**config.mk**
```make
export PLATFORM = sky130hd
export DESIGN_NAME = seq_detector_param
export DESIGN_NICKNAME = d
export VERILOG_FILES = /design/src/rtl/seq_detector_param.sv
export SDC_FILE = /design/constraint.sdc
export NUM_CORES = 1
export LEC_CHECK = 0
export CORE_ASPECT_RATIO = 0.9
export CORE_MARGIN = 2
export CORE_UTILIZATION = 44
export DETAILED_ROUTE_END_ITERATION = 7
export PLACE_DENSITY_LB_ADDON = 0.08
export SLEW_MARGIN = 20
export SYNTH_ARGS = -nofsm -noshare
export SYNTH_HDL_FRONTEND = slang
export SYNTH_SLANG_ARGS = --single-unit
```
**constraint.sdc**
```tcl
create_clock -name clk -period 1.5 [get_ports clk]
set_input_delay 0.225 -clock clk [delete_from_list [all_inputs] [get_ports clk]]
set_output_delay 0.225 -clock clk [all_outputs]
set_load 0.03 [all_outputs]
```
**src/rtl/seq_detector_param.sv**
```systemverilog
// -----------------------------------------------------------------------------
// seq_detector_param
//
// Serial bit-stream pattern detector. Watches a single-bit input and flags
// every occurrence of a runtime-loadable PAT_LEN-bit pattern (MSB = first bit
// received). Supports overlapping / non-overlapping detection selected at
// runtime, Mealy or Moore output timing selected at build time, and a
// saturating match counter.
//
// Parameters:
//   PAT_LEN  pattern length in bits (>= 2)
//   PATTERN  pattern register value after reset
//   MOORE    0: y follows the completing bit in the same cycle
//            1: y is registered and pulses one cycle later
//   CNT_W    width of match_count
//
// Ports:
//   clk          rising-edge clock
//   reset        synchronous active-high reset
//   x            serial data bit
//   in_valid     x is taken only when high
//   overlap      1: matched bits may start the next match; 0: they may not
//   pat_load     replace the pattern with pat_in (x dropped that cycle)
//   pat_in       new pattern, MSB = first bit
//   count_clr    clear match_count (wins over a simultaneous match)
//   y            match pulse
//   match_count  saturating number of matches
// -----------------------------------------------------------------------------
module seq_detector_param #(
  parameter int unsigned        PAT_LEN = 4,
  parameter logic [PAT_LEN-1:0] PATTERN = 4'b1011,
  parameter bit                 MOORE   = 1'b0,
  parameter int unsigned        CNT_W   = 8
) (
  input  logic               clk,
  input  logic               reset,
  input  logic               x,
  input  logic               in_valid,
  input  logic               overlap,
  input  logic               pat_load,
  input  logic [PAT_LEN-1:0] pat_in,
  input  logic               count_clr,
  output logic               y,
  output logic [CNT_W-1:0]   match_count
);

  localparam int unsigned        FILL_W   = $clog2(PAT_LEN + 1);
  localparam logic [FILL_W-1:0]  FILL_MAX = FILL_W'(PAT_LEN);
  localparam logic [FILL_W-1:0]  FILL_ARM = FILL_W'(PAT_LEN - 1);
  localparam logic [FILL_W-1:0]  FILL_ONE = FILL_W'(1);
  localparam logic [CNT_W-1:0]   CNT_MAX  = {CNT_W{1'b1}};
  localparam logic [CNT_W-1:0]   CNT_ONE  = CNT_W'(1);

  logic [PAT_LEN-1:0] pat;
  // Only the newest PAT_LEN-1 bits are ever compared (the incoming x supplies
  // the last one), so the oldest history bit is not stored at all.
  logic [PAT_LEN-2:0] hist;
  logic [FILL_W-1:0]  fill;
  logic [CNT_W-1:0]   count;
  logic [PAT_LEN-1:0] window;
  logic               match_now;

  // Candidate window: stored history with the current bit appended as newest.
  assign window = {hist, x};

  // A match needs PAT_LEN-1 eligible history bits plus a valid current bit.
  assign match_now = in_valid & ~pat_load & (fill >= FILL_ARM) & (window == pat);

  // Pattern register, bit history and eligible-bit fill level.
  always_ff @(posedge clk) begin
    if (reset) begin
      pat  <= PATTERN;
      hist <= '0;
      fill <= '0;
    end else if (pat_load) begin
      pat  <= pat_in;
      hist <= '0;
      fill <= '0;
    end else if (in_valid) begin
      pat  <= pat;
      hist <= window[PAT_LEN-2:0];
      if (match_now && !overlap) begin
        // Non-overlapping: the bits just consumed may not seed another match.
        fill <= '0;
      end else if (fill < FILL_MAX) begin
        fill <= fill + FILL_ONE;
      end else begin
        fill <= fill;
      end
    end else begin
      pat  <= pat;
      hist <= hist;
      fill <= fill;
    end
  end

  // Saturating match counter; a clear overrides a coincident match.
  always_ff @(posedge clk) begin
    if (reset) begin
      count <= '0;
    end else if (count_clr) begin
      count <= '0;
    end else if (match_now && (count != CNT_MAX)) begin
      count <= count + CNT_ONE;
    end else begin
      count <= count;
    end
  end

  assign match_count = count;

  generate
    if (MOORE) begin : g_moore
      logic y_q;

      // Registered pulse one cycle after the completing bit. A pat_load in
      // that next cycle does not cancel it; only reset does.
      always_ff @(posedge clk) begin
        if (reset) begin
          y_q <= 1'b0;
        end else begin
          y_q <= match_now;
        end
      end

      assign y = y_q;
    end else begin : g_mealy
      assign y = match_now;
    end
  endgenerate

endmodule

```
# Word-level counts from Yosys, hierarchy flattened
# Index checks and enable logic that the tools add are counted.
[totals]
latchBits = 0
ramBits = 0
mem_bits_ro = 0
regBits = 18
inputBits = 11
n_memories = 0
[op_classes]
n_shift = 0
n_mux = 2
div_mod_pow = 0
add_sub_neg = 2
n_bitwise = 4
n_reduce_logical = 7
eq_ne = 2
mul = 0
order_cmp = 2
[ops]
columns = ["op", "count"]
rows = [
  ["8-bit by 1-bit adder with 8-bit output (second input constant)", 1],
  ["8-bit inequality test (second input constant)", 1],
  ["3-bit two-way mux", 2],
  ["4-bit == test", 1],
  ["2-bit OR reduction", 2],
  ["3-bit by 1-bit adder with 3-bit output (second input constant)", 1],
  ["1-bit bitwise AND", 3],
  ["3-bit by 2-bit greater-or-equal comparator with 1-bit output (second input constant)", 1],
  ["3-bit < comparator (second input constant)", 1],
  ["1-bit logical AND", 2],
  ["2-bit AND reduction", 1],
  ["2-bit nonzero test", 1],
  ["1-bit zero test", 1],
  ["1-bit NOT", 1],
]

# Depth between registers and ports, before layout
# Gate-level depths: netlist of run 1.
[logic_depth]
ltp_word = 7
depth_mapped = 7
depth_no_buf = 7

# Worst setup path before layout of run 1
# OpenSTA, ideal clock, no wires.
[synth_path]
path_type = "flip-flop to flip-flop"
from = "register fill[0]"
to = "register count[6], in the netlist match_count[6]"
stages_incl_launch_ff = 8
arrival_time_ns = 1.672
setup_ns = 0.122
slack_ns = -0.294
required_ns = 1.378
n_path_buf = 0
path_cell_list = "dfxtp_1 -> ha_1 -> ha_1 -> a211o_1 -> nand4_4 -> nor2_1 -> nand4_1 -> mux2i_1"
[synth_between]
elab_chain_len = 4
[synth_lines]
columns = ["item", "line_no", "text"]
rows = [
  ["start: declaration", "58", "logic [FILL_W-1:0] fill;"],
  ["start signal: assignment", "86", "fill <= fill + FILL_ONE;"],
  ["start signal: assignment", "88", "fill <= fill;"],
  ["start signal: assignment", "93", "fill <= fill;"],
  ["3-bit by 2-bit greater-or-equal comparator with 1-bit output", "67", "assign match_now = in_valid & ~pat_load & (fill >= FILL_ARM) & (window == pat);"],
  ["1-bit bitwise AND (2 in series)", "67", ""],
  ["net y", "43", "output logic y,"],
  ["1-bit logical AND", "103", "end else if (match_now && (count != CNT_MAX)) begin"],
  ["end signal: assignment", "104", "count <= count + CNT_ONE;"],
  ["end signal: assignment", "106", "count <= count;"],
  ["end: declaration", "59", "logic [CNT_W-1:0] count;"],
]
# The timed path passes the listed nets, and every way through them passes these cells.
# A chain may end at the register's enable or synchronous reset.

# Worst setup path after layout of run 1
[layout_path]
from = "register fill[1]"
to = "output y"
[layout_between]
elab_chain_len = 3
[layout_lines]
columns = ["item", "line_no"]
rows = [
  ["3-bit by 2-bit greater-or-equal comparator with 1-bit output", "67"],
  ["1-bit bitwise AND (2 in series)", "67"],
  ["end: declaration", "43"],
]
# Every way passes these cells.

==> metrics, run 1 <==
initial antenna violation count 0; Combinational Power Share 13.5%; setup TNS -1980 ps; largest cells by area after synthesis dfxtp_1, mux2i_1, ha_1; vias in the first global route 855; global-route usage over all layers 19.5%; clock sink count 18; final WL 2090 um; Int Pwr 649 uW; Final Cell Area 1460 um^2; worst vdd ir 513 uV; Tcrit/Tclk final 119%; Worst EP arrival 1560 ps; largest net degree at the start of global routing 11; Max Transition Viols Final 0; TritonCTS buffer count 3; WS Path Type flip-flop to primary output; Die Y 48.0 um; H-tree levels 1; Synth Area per Inst 9.54 um^2; count of flip-flops with a built-in enable after synthesis 0; total power draw 868 uW; Yosys reg bits 18; global-route wire length before repair 3420 um; count leader, synth dfxtp_1; I/O pin cnt 20; Power Density 596 nW/um^2; post-synthesis simple-gate area fraction 26.9%; sequential element share of the synthesized area 38.1%; initial DRC count 19; Clock power frac 29.7%; port bufs 19; Finished Layout Cells 170; fraction of layout cells with a size suffix above 1 37.2%; Fmax achieved 559 MHz; slowest cell on the critical path dfxtp_2; Worst Setup Start Kind flip-flop; CP max FO 2; Req. time, crit path 1270 ps; setup ws final -287 ps; Tightest Hold Check Type primary input to flip-flop; Layout area overhead 54.2%; top-area cell type share of the netlist area 38.1%; fin nets 160; Longest Clk Path Bufs 2; vias 862; Reg power frac 56.8%; Primary FF master, synth dfxtp_1; Die W 52.8 um; P_leak 0.678 nW; Post-DRT Antenna Nets 0; slowest stage delay, CP 350 ps; Unique masters post-synth 29; multiplexer area fraction after synthesis 8.48%; clock slew seen by the registers of the worst setup and hold paths 110 ps; total global routing overflow 0; # diodes 0; largest family of logic cells by synthesized area simple AND/OR/NAND/NOR gates; hpwl dp 1520 um; post-placement cell area 1370 um^2; worst-case clock skew 2.59 ps; relative slew slack 79.3%; Site Rows 15; status finished, violations left; root buffer cell clkbuf_4; gpl congestion 0.741; failing checks setup timing; Final Core Density 73.9%; count of hold buffers inserted by post-cts repair 0; final hold slack 501 ps; Post-Syn Area 945 um^2; Post-synth top cells dfxtp_1, mux2i_1, nand2_1; DRT Pass-1 Iters 4; R2R setup slack -260 ps; RSZ-0062 raised after global routing yes; Avg WL per Cell 12.3 um; TritonCTS clock tree built; Post-Synth XOR/XNOR Area 6.23%; Fin. Hold Viols 0; post-place setup slack -305 ps; Slew @ Worst Pin 311 ps; final setup fails 12; Adder-Cell Fraction of Synth Area 3.97%; dpl cells 161; Critical Path End Type primary output; Sw Ratio 25.3%; Synthesized Nets 113; DIE AREA 2530 um^2; minimum clock period 1790 ps; vias per cell 5.07; switching pwr 220 uW; asr flop ratio synth 0%; complex-gate fraction of the synthesized area 11.5%; CORE AREA 1970 um^2; Mapped Cells 99; max cap viols 0; Yosys top cell by area dfxtp_1; synth warn 0; worst-path cell chain ha_4, ha_4, a211o_1, nand4_4, buf_6, nor2_4, buf_6; Worst-Skew Late Latency 300 ps; DRC Markers 0; Initial Util 47.9%
[layout make-up]
cell class | instances | area, um^2
flip-flops and latches | 18 | 372
well taps | 25 | 31.3
inverters | 5 | 18.8
clock inverters | 1 | 3.75
multi-input cells | 72 | 609
repair buffers | 46 | 399
fillers | 153 | 514
clock buffers | 3 | 22.5
[kinds of logic (layout without fill, tap and decap cells)]
kind of cell / count (synthesis) / count (layout)
AND/OR/NAND/NOR: 40 / 40
XOR/XNOR: 5 / 5
buffers and inverters: 9 / 55
adder cells (fa/ha/maj): 3 / 3
AO/OA/AOI/OAI: 16 / 16
flip-flops: 18 / 18
multiplexers: 8 / 8
[worst max-delay path: cells and delay by family, from the launching register on]
kind            cells  cell delay, ps
flops               1             350
fa+ha+maj           2             300
buf+inv             2             250
simple gates        2             110
compound gates      1             260
[placed cells by master, fill, tap and decap left out, drive strengths merged, types with 3 or more instances in the layout]
master	synthesis	final
buf	2	28
dfxtp	18	18
clkdlybuf4s50	0	10
nor3	9	9
nand2	8	8
dlygate4sd2	0	8
mux2i	8	8
nor2	7	7
inv	5	5
a21oi	5	5
xnor2	5	5
a211o	4	4
and3	4	4
nand4	4	4
nor2b	4	4
clkbuf	2	3
ha	3	3
[registers in the layout (all words and copies together) (netlist names)]
register	count
hist	3
fill	3
match_count	8
pat	4
[layer usage]
metal  global-route usage (%)  wire [um]
met3                     6.56        112
met2                     32.5        947
met5                        0          0
met4                     11.8         44
met1                     22.0        986
[power by group through the flow]
stage                     Combinational [mW]  Clock [mW]  Sequential, mW
final                                  0.117       0.258           0.493
after floorplan                       0.0640           0           0.503
after global placement                 0.112           0           0.504
after global routing                   0.129       0.291           0.495
after detailed placement               0.115           0           0.505
after CTS                              0.116       0.270           0.494
[worst paths after layout]
kind | from | end | cells past startpoint
setup / recovery | fill[1]$_SDFFE_PP0P_ | y | 7
hold / removal | pat_in[0] | pat[0]$_SDFFE_PP1P_ | 2
setup reg to reg | fill[1]$_SDFFE_PP0P_ | match_count[7]$_SDFFE_PP0P_ | 10
hold reg to reg | pat[2]$_SDFFE_PP0P_ | pat[2]$_SDFFE_PP0P_ | 2
[timing repair]
item	4_1_cts	5_1_grt
buffers inserted	4	2
gates resized for setup	16	3
pin swaps	5	2
setup endpoints to repair	20	12
Power figures use the tool's default switching activity.
==> run 2: changes to the inputs <==
MAX_ROUTING_LAYER = met4   (was unset)
==> metrics, run 2 (synthesis results as in run 1) <==
DRC Markers 0 (unchanged); Die W 52.8 um (unchanged); Power Density 596 nW/um^2 (about the same); hpwl dp 1520 um (unchanged); Worst-Skew Late Latency 300 ps (about the same); CORE AREA 1970 um^2 (unchanged); minimum clock period 1790 ps (+0.554 ps); initial antenna violation count 0 (unchanged); status finished, violations left; DRT Pass-1 Iters 4 (unchanged); Slew @ Worst Pin 311 ps (-0.0585 ps); HP Start pat_in[0]; CP Launch Point fill[1]$_SDFFE_PP0P_; max reg flops 8 (unchanged); Initial Util 47.9% (unchanged); worst-case clock skew 2.57 ps (-0.0182 ps); Worst Setup Start Kind flip-flop; Final Core Density 73.9% (unchanged); failing checks setup timing; final setup fails 12 (unchanged); TritonCTS clock tree built; count of hold buffers inserted by post-cts repair 0 (unchanged); Tightest Hold Check Type primary input to flip-flop; gpl congestion 0.750 (+1.3%); met2 wire length 940 um (-0.74%); fin nets 160 (unchanged); vias 870 (+0.93%); CP max FO 2 (unchanged); Tcrit/Tclk final 119% (about the same); Post-DRT Antenna Nets 0 (unchanged); R2R Path Start fill[1]$_SDFFE_PP0P_; I/O pin cnt 20 (unchanged); # diodes 0 (unchanged); global-route usage over all layers 20.1% (+0.65 points); Longest Clk Path Bufs 2 (unchanged); Die Y 48.0 um (unchanged); DR WL met3 124 um (+11%); final hold slack 501 ps (-0.160 ps); DIE AREA 2530 um^2 (unchanged); M1 WL 976 um (-1.0%); most common cell after layout, fill and taps aside buf_4; max cap viols 0 (unchanged); Max Transition Viols Final 0 (unchanged); global-route wire length before repair 3420 um (unchanged); highest routed layer met4; vias in the first global route 855 (unchanged); Critical Path End Type primary output; initial DRC count 18 (-1); relative slew slack 79.3% (about the same); Avg WL per Cell 12.3 um (-0.33%); total global routing overflow 0 (unchanged); Req. time, crit path 1270 ps (about the same); Fin. Hold Viols 0 (unchanged); root buffer cell clkbuf_4; final WL 2090 um (-0.33%); most frequent cells in the layout buf_4, dfxtp_1, clkdlybuf4s50_1; worst vdd ir 513 uV (about the same); port bufs 19 (unchanged); RSZ-0062 raised after global routing yes; Fmax achieved 559 MHz (about the same); fraction of layout cells with a size suffix above 1 37.2% (unchanged); largest net degree at the start of global routing 11 (unchanged); Site Rows 15 (unchanged); clock slew seen by the registers of the worst setup and hold paths 110 ps (about the same); H-tree levels 1 (unchanged); vias per cell 5.12 (+0.93%); setup ws final -288 ps (-0.554 ps); post-place setup slack -305 ps (unchanged); clock sink count 18 (unchanged); Worst EP arrival 1560 ps (about the same); P_leak 0.678 nW (unchanged); WS Path Type flip-flop to primary output; Layout area overhead 54.2% (unchanged); TritonCTS buffer count 3 (unchanged)
run 2: cell counts in the layout (fill, tap and decap cells not counted):
No cell type changed its count.
run 2: worst max-delay path: stages, from the launching register on:
cell and delay (ps):
dfxtp_2 350, ha_4 160, ha_4 140, a211o_1 260, nand4_4 80, buf_6 110, nor2_4 30, buf_6 140
run 2: what timing repair did:
action | CTS | global route
resized for setup | 16 | 3
pin swaps | 5 | 2
buffers inserted | 4 | 2
endpoints found under the setup margin | 20 | 12
run 2: metal layers:
metal	vias to the layer above	global-route usage, %
met5	-	-
met4	0	11.8
met3	5	6.56
met2	25	32.5
met1	393	22.0
li1	447	-
run 2: area by class of cell:
class	count	area, um^2
multi-input cells	72	609
fillers	153	514
repair buffers	46	399
flip-flops and latches	18	372
well taps	25	31.3
clock buffers	3	22.5
inverters	5	18.8
clock inverters	1	3.75
run 2: path summary, 6_finish.rpt:
kind                                  to  slack (ps)  depth (start not counted)
max                                    y        -290                          7
min                  pat[0]$_SDFFE_PP1P_         500                          2
max reg2reg  match_count[7]$_SDFFE_PP0P_        -260                         10
min reg2reg          pat[2]$_SDFFE_PP0P_         550                          2
run 2: per-stage QoR:
step	cells	cell area, um^2	power (mW)	setup TNS [ps]
after floorplan	99	995	0.567	-482
after global placement	161	1370	0.616	-2580
after detailed placement	161	1370	0.620	-2860
after CTS	168	1430	0.881	-1980
after global routing	170	1460	0.916	-2980
final	170	1460	0.869	-1990
run 2: power breakdown:
part           total (mW)  internal [mW]  switching, mW  leakage, nW
clock               0.258         0.0972          0.160       0.0154
combinational       0.118         0.0671         0.0505        0.513
sequential          0.493          0.485        0.00876        0.149
total               0.869          0.649          0.220        0.678
==> RTL change (config.mk and constraints of run 1) <==
Add an input register stage for `x`, `in_valid`, `overlap`, `pat_load`, `pat_in` and `count_clr`, with the module's reset; this delays them by one clock. Comments in the files are not updated.
--- a/src/rtl/seq_detector_param.sv
+++ b/src/rtl/seq_detector_param.sv
@@ -53,2 +53,27 @@
 
+  logic x_q;
+  logic in_valid_q;
+  logic overlap_q;
+  logic pat_load_q;
+  logic [PAT_LEN-1:0] pat_q;
+  logic count_clr_q;
+
+  always_ff @(posedge clk) begin
+    if (reset) begin
+      x_q         <= '0;
+      in_valid_q  <= '0;
+      overlap_q   <= '0;
+      pat_load_q  <= '0;
+      pat_q       <= '0;
+      count_clr_q <= '0;
+    end else begin
+      x_q         <= x;
+      in_valid_q  <= in_valid;
+      overlap_q   <= overlap;
+      pat_load_q  <= pat_load;
+      pat_q       <= pat_in;
+      count_clr_q <= count_clr;
+    end
+  end
+
   logic [PAT_LEN-1:0] pat;
@@ -63,6 +88,6 @@
   // Candidate window: stored history with the current bit appended as newest.
-  assign window = {hist, x};
+  assign window = {hist, x_q};
 
   // A match needs PAT_LEN-1 eligible history bits plus a valid current bit.
-  assign match_now = in_valid & ~pat_load & (fill >= FILL_ARM) & (window == pat);
+  assign match_now = in_valid_q & ~pat_load_q & (fill >= FILL_ARM) & (window == pat);
 
@@ -74,10 +99,10 @@
       fill <= '0;
-    end else if (pat_load) begin
-      pat  <= pat_in;
+    end else if (pat_load_q) begin
+      pat  <= pat_q;
       hist <= '0;
       fill <= '0;
-    end else if (in_valid) begin
+    end else if (in_valid_q) begin
       pat  <= pat;
       hist <= window[PAT_LEN-2:0];
-      if (match_now && !overlap) begin
+      if (match_now && !overlap_q) begin
         // Non-overlapping: the bits just consumed may not seed another match.
@@ -100,3 +125,3 @@
       count <= '0;
-    end else if (count_clr) begin
+    end else if (count_clr_q) begin
       count <= '0;
Function: changed (a bounded check fails within 4 cycles, from zero or initial values and one cycle with reset high).
==> RTL change against run 1 <==
- design area grew 12%
- total power is 37% higher
- wire length increased by 18%
- the flow still finishes with violations (setup timing)
- hold slack worse by 0.072 ns
- sequential cell count is 9 higher
- cell count increased by 8.8%
- first-iteration DRC count decreased by 11%
- setup slack better by 0.024 ns
- critical path type is now reg -> reg
- synthesized cell count is 20% higher
- largest cell class unchanged
- via count rose by 13%
- fmax increased by 1.3%
- sequential power grew 53%
- synthesized area increased by 27%
==> RTL change: results (changes against run 1) <==
Status -> complete, but fails checks
Failing checks -> setup timing
Max stage delay on crit path -> 0.56 ns (+0.21 ns)
Vias per inst -> 5.28 (+4.0%)
Vias in the first global route -> 882 (+3.2%)
Complex-gate fraction of the synthesized area -> 0.103 (-0.0120)
Largest net degree at the start of global routing -> 16 (+5)
Placer congestion estimate -> 0.751 (+1.4%)
CTS resizes -> 15 (-1)
Worst slew margin -> 0.680 (-0.113)
DRT Wirelength -> 2470 um (+18%)
Global-route wire length before repair -> 4060 um (+19%)
Setup slack after layout -> -0.264 ns (+0.0236 ns)
Worst Path Max Fanout -> 6 (+4)
Largest delay share family, worst path -> simple AND/OR/NAND/NOR gates
Leakage Power -> 0.645 nW (-4.8%)
Total track usage -> 0.185 (-0.00960)
Share of cells above drive strength 1 -> 0.312 (-0.0603)
Finish-stage setup viols -> 12 (unchanged)
Worst skew pair latency -> 0.34 ns (+0.04 ns)
Crit-path slowest cell -> or4_1
Mux contribution to synthesized area -> 0.0584 (-0.0264)
Dominant cells by area after synthesis -> dfxtp_1 45%, nor2b_1 6.8%, mux2i_1 5.8%
Sequential-to-total area share from yosys stat -> 0.450 (+0.0690)
Maximum VDD drop -> 0.562 mV (+9.6%)
Total negative slack -> -2.25 ns (-0.276 ns)
Xor and xnor area share after synthesis -> 0.0647 (+0.00240)
Final Skew -> 0.0109 ns (+0.00836 ns)
Cells after synthesis -> 119 (+20%)
Syn nets -> 133 (+18%)
Placed Cells -> 179 (+11%)
RTL change: cell types whose count changed in the layout (fill, tap and decap cells not counted), sizes merged, moves of 3 or more:
cell          run 1  this run
dfxtp            18        27
buf              28        22
o31ai             0         3
or3               2         5
nor2b             4        13
nor4              0         3
and3              4         0
nor3              9         3
nand3             0         4
or4               0         3
RTL change: routing by layer:
layer	GRT usage	vias to the layer above	share of wire
met1	0.231	445	0.44
li1	-	500	-
met3	0.0505	5	0.052
met2	0.285	26	0.48
met4	0.114	0	0.025
met5	0	-	0
RTL change: report_power, final:
group	internal, W	leakage [nW]	switching [W]
clock	0.000101	0.0177	0.000211
combinational	0.0000724	0.404	0.0000497
sequential	0.000739	0.223	0.0000152
RTL change: final timing paths:
path | from | to | slack [ns] | cells after the start
max | fill[0]$_SDFFE_PP0P_ | match_count[4]$_SDFFE_PP0P_ | -0.26 | 6
min | pat_in[3] | pat_q[3]$_SDFF_PP0_ | 0.43 | 2
max reg2reg | fill[0]$_SDFFE_PP0P_ | match_count[4]$_SDFFE_PP0P_ | -0.26 | 6
min reg2reg | pat_q[1]$_SDFF_PP0_ | pat[1]$_SDFFE_PP1P_ | 0.46 | 1
RTL change: final cells by class:
type	instances	area (um^2)
Clock buffer	3	22.5
Timing Repair Buffer	40	335
Tap cell	28	35.0
Sequential cell	27	548
Clock inverter	1	5.00
Fill cell	223	898
Multi-Input combinational cell	82	672
Inverter	4	15.0
RTL change: stage by stage:
| stage | total power, W | setup WS, ns |
|---|---|---|
| final | 0.00119 | -0.264 |
| after global routing | 0.00125 | -0.339 |
| after CTS | 0.00120 | -0.328 |
| after detailed placement | 0.000889 | -0.247 |
| after global placement | 0.000885 | -0.177 |
| after floorplan | 0.000838 | 0.00794 |
